File: src/rtl/enemy_bullet_gen.sv
// Enemy projectile generator: spawns a bullet under an active enemy on a frame-tick
// cooldown, moves it down each frame and retires it on a hit or when it leaves the screen.
module enemy_bullet_gen #(
    parameter int unsigned SCREEN_H      = 480,
    parameter int unsigned SCREEN_W      = 640,
    parameter int unsigned STEP          = 4,
    parameter int unsigned FIRE_INTERVAL = 60,
    parameter int unsigned X_OFF         = 20,
    parameter int unsigned ENEMY_H       = 40
) (
    input  logic       clk,
    input  logic       rst,
    input  logic       frame_tick,
    input  logic       enemy_en,
    input  logic [9:0] e_x,
    input  logic [9:0] e_y,
    input  logic       hit,
    output logic [9:0] eb_x,
    output logic [9:0] eb_y,
    output logic       enemy_bullet_en,
    output logic       fire,
    output logic [7:0] shots
);

    localparam int unsigned PW = 10;
    localparam int unsigned SW = PW + 1;
    localparam int unsigned CW = $clog2(FIRE_INTERVAL) + 1;

    typedef enum logic [1:0] {
        IDLE     = 2'd0,
        COOLDOWN = 2'd1,
        FLIGHT   = 2'd2
    } state_t;

    state_t        state;
    logic [CW-1:0] cnt;

    logic [SW-1:0] spawn_x_sum;
    logic [SW-1:0] spawn_y_sum;
    logic [SW-1:0] next_y;
    logic [PW-1:0] spawn_x;
    logic          spawn_on_screen;
    logic          cnt_last;
    logic          off_screen;

    // Sums are one bit wider so a wrap past 1023 cannot alias back on screen.
    assign spawn_x_sum     = SW'(e_x) + SW'(X_OFF);
    assign spawn_y_sum     = SW'(e_y) + SW'(ENEMY_H);
    assign next_y          = SW'(eb_y) + SW'(STEP);
    assign spawn_x         = (spawn_x_sum > SW'(SCREEN_W - 1)) ? PW'(SCREEN_W - 1)
                                                               : spawn_x_sum[PW-1:0];
    assign spawn_on_screen = (spawn_y_sum < SW'(SCREEN_H));
    assign cnt_last        = (cnt == CW'(FIRE_INTERVAL - 1));
    assign off_screen      = (next_y >= SW'(SCREEN_H));

    always_ff @(posedge clk or posedge rst) begin
        if (rst) begin
            state           <= IDLE;
            cnt             <= '0;
            eb_x            <= '0;
            eb_y            <= '0;
            enemy_bullet_en <= 1'b0;
            fire            <= 1'b0;
            shots           <= '0;
        end else begin
            fire <= 1'b0;
            case (state)
                IDLE: begin
                    enemy_bullet_en <= 1'b0;
                    if (enemy_en) begin
                        state <= COOLDOWN;
                        cnt   <= '0;
                    end
                end

                COOLDOWN: begin
                    if (!enemy_en) begin
                        state <= IDLE;
                    end else if (frame_tick) begin
                        if (cnt_last) begin
                            // A spawn below the playfield still counts as a shot.
                            fire  <= 1'b1;
                            shots <= shots + 8'd1;
                            cnt   <= '0;
                            if (spawn_on_screen) begin
                                eb_x            <= spawn_x;
                                eb_y            <= spawn_y_sum[PW-1:0];
                                enemy_bullet_en <= 1'b1;
                                state           <= FLIGHT;
                            end
                        end else begin
                            cnt <= cnt + CW'(1);
                        end
                    end
                end

                FLIGHT: begin
                    // Hit outranks movement; either retirement restarts the cooldown.
                    if (hit || (frame_tick && off_screen)) begin
                        enemy_bullet_en <= 1'b0;
                        cnt             <= '0;
                        state           <= enemy_en ? COOLDOWN : IDLE;
                    end else if (frame_tick) begin
                        eb_y <= next_y[PW-1:0];
                    end
                end

                default: begin
                    state           <= IDLE;
                    cnt             <= '0;
                    enemy_bullet_en <= 1'b0;
                end
            endcase
        end
    end

endmodule

File: config.mk
export PLATFORM = sky130hd
export DESIGN_NAME = enemy_bullet_gen
export DESIGN_NICKNAME = d
export VERILOG_FILES = /design/src/rtl/enemy_bullet_gen.sv
export SDC_FILE = /design/constraint.sdc
export NUM_CORES = 1
export LEC_CHECK = 0
export CORE_MARGIN = 2
export CORE_UTILIZATION = 50
export CTS_BUF_LIST = sky130_fd_sc_hd__clkbuf_2 sky130_fd_sc_hd__clkbuf_4 sky130_fd_sc_hd__clkbuf_8
export DETAILED_ROUTE_END_ITERATION = 7
export PLACE_DENSITY = 0.76
export SKIP_LAST_GASP = 1
export SLEW_MARGIN = 20
export SYNTH_ARGS = -nofsm -noshare
export SYNTH_HDL_FRONTEND = slang
export SYNTH_SLANG_ARGS = --single-unit
File: constraint.sdc
create_clock -name clk -period 4 [get_ports clk]
set_input_delay 0.6 -clock clk [delete_from_list [all_inputs] [get_ports clk]]
set_output_delay 0.6 -clock clk [all_outputs]
set_load 0.1 [all_outputs]
Yosys cells after proc, flatten, opt, wreduce, memory -nomap -nowiden:

Index checks and enable logic that the tools add are counted.
Widths: inputs -> output; s select.

* reductions and logical operators: 10
* mux-type cells: 32
* eq/ne operators: 14
* $lt $le $gt $ge: 3
* $add $sub $neg: 5

Operators with widths (count)
* $mux 10: 7
* $mux 7: 5
* $pmux 7 s3: 1
* $pmux 10 s2: 1
* $ne 2x2->1 const B: 8
* $reduce_and 5->1: 3
* $mux 2: 6
* $add 10x3->11 const B: 1
* $add 10x5->11 const B: 1
* $add 10x6->11 const B: 1
* $ge 11x9->1 const B: 1
* $gt 11x10->1 const B: 1
* $lt 11x9->1 const B: 1
* $mux 1: 10
* $ne 3x3->1 const B: 3
* $add 8x1->8 const B: 1
* $reduce_and 4->1: 2
* $add 7x1->7 const B: 1
* $eq 7x6->1 const B: 1
* $reduce_and 7->1: 1
* $pmux 2 s3: 1
* $eq 2x1->1 const B: 1
* $eq 2x2->1 const B: 1
* $logic_not 2->1: 1
* 4 further kinds: 4

* input bits: 25
* register bits: 39

Longest topological paths before layout:

* word-level depth: 7
* gate-level depth with buffers: 8
* depth with buffers taken out: 7

Worst setup path after synthesis:

No wires, ideal clock.

* kind: register to register
* start point: register eb_y[2]
* end point: register eb_y[3]
* cell stages (with the launch flop): 7
* data arrival time: 2466 ps
* setup slack: 1409 ps
* buffers on the path: 0
* library setup time: 126 ps
* clock period less this slack: 2591 ps
* required time: 3874 ps
* path through: dfrtp_1 > ha_1 > a31oi_1 > a211oi_2 > o211ai_2 > a31oi_4 > mux2_4

* cells in the longest elaborated chain, start to end: 6
* elaborated cells on any way between the ends: 9
* classes of those cells: add/sub: 1; order compare: 1; eq/ne: 1; mux: 3; reduce/logical: 3

Ends and longest elaborated chain
* start, declared: RTL line 19 `output logic [9:0] eb_y,`
* start signal, assigned: RTL line 87 `eb_y <= spawn_y_sum[PW-1:0];`
* start signal, assigned: RTL line 104 `eb_y <= next_y[PW-1:0];`
* $add 10x3->11 *: RTL line 49 `assign next_y = SW'(eb_y) + SW'(STEP);`
* $ge 11x9->1: RTL line 54 `assign off_screen = (next_y >= SW'(SCREEN_H));`
* $logic_and 1x1->1: RTL line 99 `if (hit || (frame_tick && off_screen)) begin`
* $logic_or 1x1->1: RTL line 99
* $ne 2x2->1 (no line)
* $reduce_and 7->1 (no line)

Mark *: on every way between the ends. The rest lies on a longest branch, timed or not. The select of a mux whose other input is x is not followed.
A chain may end at the register's enable or synchronous reset.

Worst setup path after layout:

* start point: input port e_y[3]
* end point: register eb_y[3]

* cells in the longest elaborated chain, start to end: 6
* elaborated cells on any way between the ends: 9
* classes of those cells: add/sub: 1; order compare: 1; eq/ne: 1; mux: 5; reduce/logical: 1

Ends and longest elaborated chain
* start, declared: RTL line 16 `input logic [9:0] e_y,`
* $add 10x6->11 *: RTL line 48 `assign spawn_y_sum = SW'(e_y) + SW'(ENEMY_H);`
* branches (longest 5 deep; another with $lt 11x9->1)

Mark *: on every way between the ends. The select of a mux whose other input is x is not followed.

==> impl_metrics.env <==
export IMPL_maxSlewViolCount=0
export IMPL_cp_arrival_ps=2830
export IMPL_combPwrFrac=0.178
export IMPL_first_iter_violations=126
export IMPL_cpPeakStageDelay_ps=510
export IMPL_ir_drop_mv=0.170
export IMPL_fin_crit_sh=0.662
export IMPL_rows=25
export IMPL_synth_cell_type_count=56
export IMPL_area_delta_synth_final_pct=28.7
export IMPL_crit_path_top_delay_cell="clkdlybuf4s50_1"
export IMPL_die_area_sq_um=5360
export IMPL_ctsResizeCount=0
export IMPL_r2r_setup_slack_ps=1710
export IMPL_skew_ps=7.95
export IMPL_cap_violations=0
export IMPL_numCtsBuffers=5
export IMPL_gp_congestion=0.822
export IMPL_io_pins=55
export IMPL_cpLargestDelayFamily="compound AO/OA/AOI/OAI gates"
export IMPL_r2r_start="eb_y[2]"
export IMPL_antenna_found_initial=0
export IMPL_grt_pass1_vias=2002
export IMPL_status="finished, final reports clean"
export IMPL_core_sq_um=4660
export IMPL_netlist_area_sq_um=2390
export IMPL_postCtsHoldBufs=0
export IMPL_final_seq_area_sq_um=976
export IMPL_r2r_end="eb_y[3]"
export IMPL_synth_ff_type="dfrtp_1"
export IMPL_htreeDepth=2
export IMPL_clk_latency_ps=290
export IMPL_tritoncts="yes"
export IMPL_slew_headroom=0.340
export IMPL_critical_path_class="in -> reg"
export IMPL_finalSetupViolations=0
export IMPL_syn_inst=251
export IMPL_dp_hpwl_mm=4.03
export IMPL_seqPwrFrac=0.467
export IMPL_synth_edf_count=0
export IMPL_overflow=0
export IMPL_whs_path_depth=1
export IMPL_grt_use_total=0.220
export IMPL_postRouteAntennaNets=0
export IMPL_syn_avg_cell_area_sq_um=9.54
export IMPL_power_density_nw_per_um2=306
export IMPL_viasPerCell=5.79
export IMPL_multiInputGateArea_sq_um=1350
export IMPL_yosys_warnings=0
export IMPL_fin_area_sq_um=3080
export IMPL_syn_nets=282
export IMPL_final_cell_mix="54 x clkdlybuf4s50_1, 39 x dfrtp_1, 31 x nor2_1"
export IMPL_num_vias=2096
export IMPL_worst_r2r_path_depth=6
export IMPL_chipHeight_microns=73.2
export IMPL_hold_violations=0
export IMPL_wl_per_cell_microns=15.0
export IMPL_max_freq_ghz=0.378
export IMPL_routed_wl_mm=5.44
export IMPL_path_max_fanout=20
export IMPL_endpoint_kind="flop"
export IMPL_grt_max_degree=40
export IMPL_layout_drive_gt1_share=0.0877
export IMPL_layout_nets=338
export IMPL_fin_setup_tns_ps=0
export IMPL_grt_pass1_wl_mm=9.27
export IMPL_worst_hold_path_type="reg -> reg"
export IMPL_root_buffer="clkbuf_8"
export IMPL_drt_pass1_iter_count=5
export IMPL_sw_frac_of_total=0.271
export IMPL_antennaDiodeCount=0
export IMPL_startpoint_type="input pin"
export IMPL_start_util=0.514
export IMPL_path_cells="clkdlybuf4s50_1 > ha_1 > nand3b_1 > a21o_1 > o31a_4 > a31oi_4 > mux2_4"
export IMPL_worstHoldEndpoint="shots[7]"
export IMPL_worst_path_buf_inv=1
export IMPL_yosysSeqAreaShare=0.408
export IMPL_synth_async_reset_ratio=1.00
export IMPL_final_common_cell="clkdlybuf4s50_1"
export IMPL_worst_slew_pin_slew_ps=987
export IMPL_nFillCells=393
export IMPL_rsz0062_at_grt="no"
export IMPL_ys_ff_latch=39
export IMPL_place_area_sq_um=2970
export IMPL_drc_errors=0
export IMPL_p_int_mw=0.688
export IMPL_clock_power_share=0.355
export IMPL_min_period_ps=2650
export IMPL_clock_path_buffers=2
export IMPL_p_leak_nw=1.32
export IMPL_power_switching_mw=0.256
export IMPL_port_buffers=54
export IMPL_holdCritStartpoint="shots[7]"
export IMPL_crit_required_ps=4180
export IMPL_cts_num_sinks=39
export IMPL_path_clk_slew_ps=80
export IMPL_postCtsSetupRepairBufs=0
export IMPL_die_w_microns=73.2
==> metal layers <==
metal / GRT usage / share of wire / vias up
met3: 0.0276 / 0.052 / 6
met1: 0.300 / 0.47 / 976
li1: - / - / 1040
met4: 0.101 / 0.015 / 0
met5: 0 / 0 / -
met2: 0.348 / 0.46 / 74
==> worst register-to-register path: cells and delay by family, from the launching register on <==
family,cells,cell delay [ps]
AO/OA/AOI/OAI,3,840
adder cells (fa/ha/maj),1,320
flip-flops,1,440
multiplexers,1,330
AND/OR/NAND/NOR,1,270
==> final cells by class <==
type / count / share of cell area
multi-input cells: 200 / 0.437
flip-flops and latches: 39 / 0.317
repair buffers: 56 / 0.180
clock buffers: 6 / 0.0268
well taps: 54 / 0.0219
clock inverters: 2 / 0.0114
inverters: 5 / 0.00609
==> through the flow <==
step | util | hold slack (ps) | setup WS, ps | std cells | power [mW]
finish | 0.661 | 471 | 1350 | 362 | 0.944
global route | 0.661 | 516 | 1260 | 362 | 0.983
CTS | 0.661 | 476 | 1370 | 362 | 0.952
detailed placement | 0.636 | 465 | 1050 | 354 | 0.615
global placement | 0.636 | 458 | 1140 | 354 | 0.610
floorplan | - | 478 | 1410 | 251 | 0.550
==> flip-flops by register name, summed over array words and instances (netlist names) <==
signal,cells
eb_x,10
enemy_bullet_en,1
cnt,7
shots,8
state,2
eb_y,10
fire,1
==> power groups by stage <==
| stage | sequential (mW) | combinational (mW) | clock [mW] |
|---|---|---|---|
| 4_1_cts | 0.439 | 0.169 | 0.344 |
| 6_report | 0.441 | 0.168 | 0.335 |
| 3_5_place_dp | 0.447 | 0.168 | 0 |
| 3_3_place_gp | 0.446 | 0.164 | 0 |
| 2_1_floorplan | 0.465 | 0.0852 | 0 |
| 5_1_grt | 0.443 | 0.184 | 0.356 |
==> cells in the mapped netlist (all sizes together), types with 3 or more instances <==
cell,count,share of area
and3,5,0.013
o32a,3,0.013
mux2,3,0.016
nand2b,4,0.010
a41oi,3,0.011
nand3,7,0.015
xnor2,8,0.029
o311ai,3,0.011
nor3b,4,0.013
buf,6,0.020
inv,5,0.0078
ha,6,0.031
nand2,27,0.042
nor3,8,0.021
a21oi,18,0.042
dfrtp,39,0.41
nor2,31,0.049
o21ai,7,0.016
o31ai,5,0.018
nor2b,3,0.0078
and4,3,0.011
a31oi,11,0.035
xor2,8,0.029
nand4,6,0.016
==> cells by family (layout without fill, tap and decap cells) <==
family | count (synthesis) | count (layout) | share of synthesized area
mux | 5 | 5 | 0.0293
buf+inv | 12 | 69 | 0.0298
xor+xnor | 16 | 16 | 0.0585
compound gates | 66 | 66 | 0.206
fa+ha+maj | 6 | 6 | 0.0313
flops | 39 | 39 | 0.408
simple gates | 107 | 107 | 0.238
==> worst max-delay path by stage <==
stage                     startpoint  endpoint  cells after the start
after floorplan              eb_y[2]   eb_y[3]                      6
after global placement        e_y[3]   eb_y[3]                      7
after detailed placement      e_y[3]   eb_y[3]                      7
after CTS                     e_y[3]   eb_y[3]                      7
after global routing          e_y[3]   eb_y[2]                      7
final                         e_y[3]   eb_y[3]                      7
No activity file was read; power rests on OpenSTA's default activity.
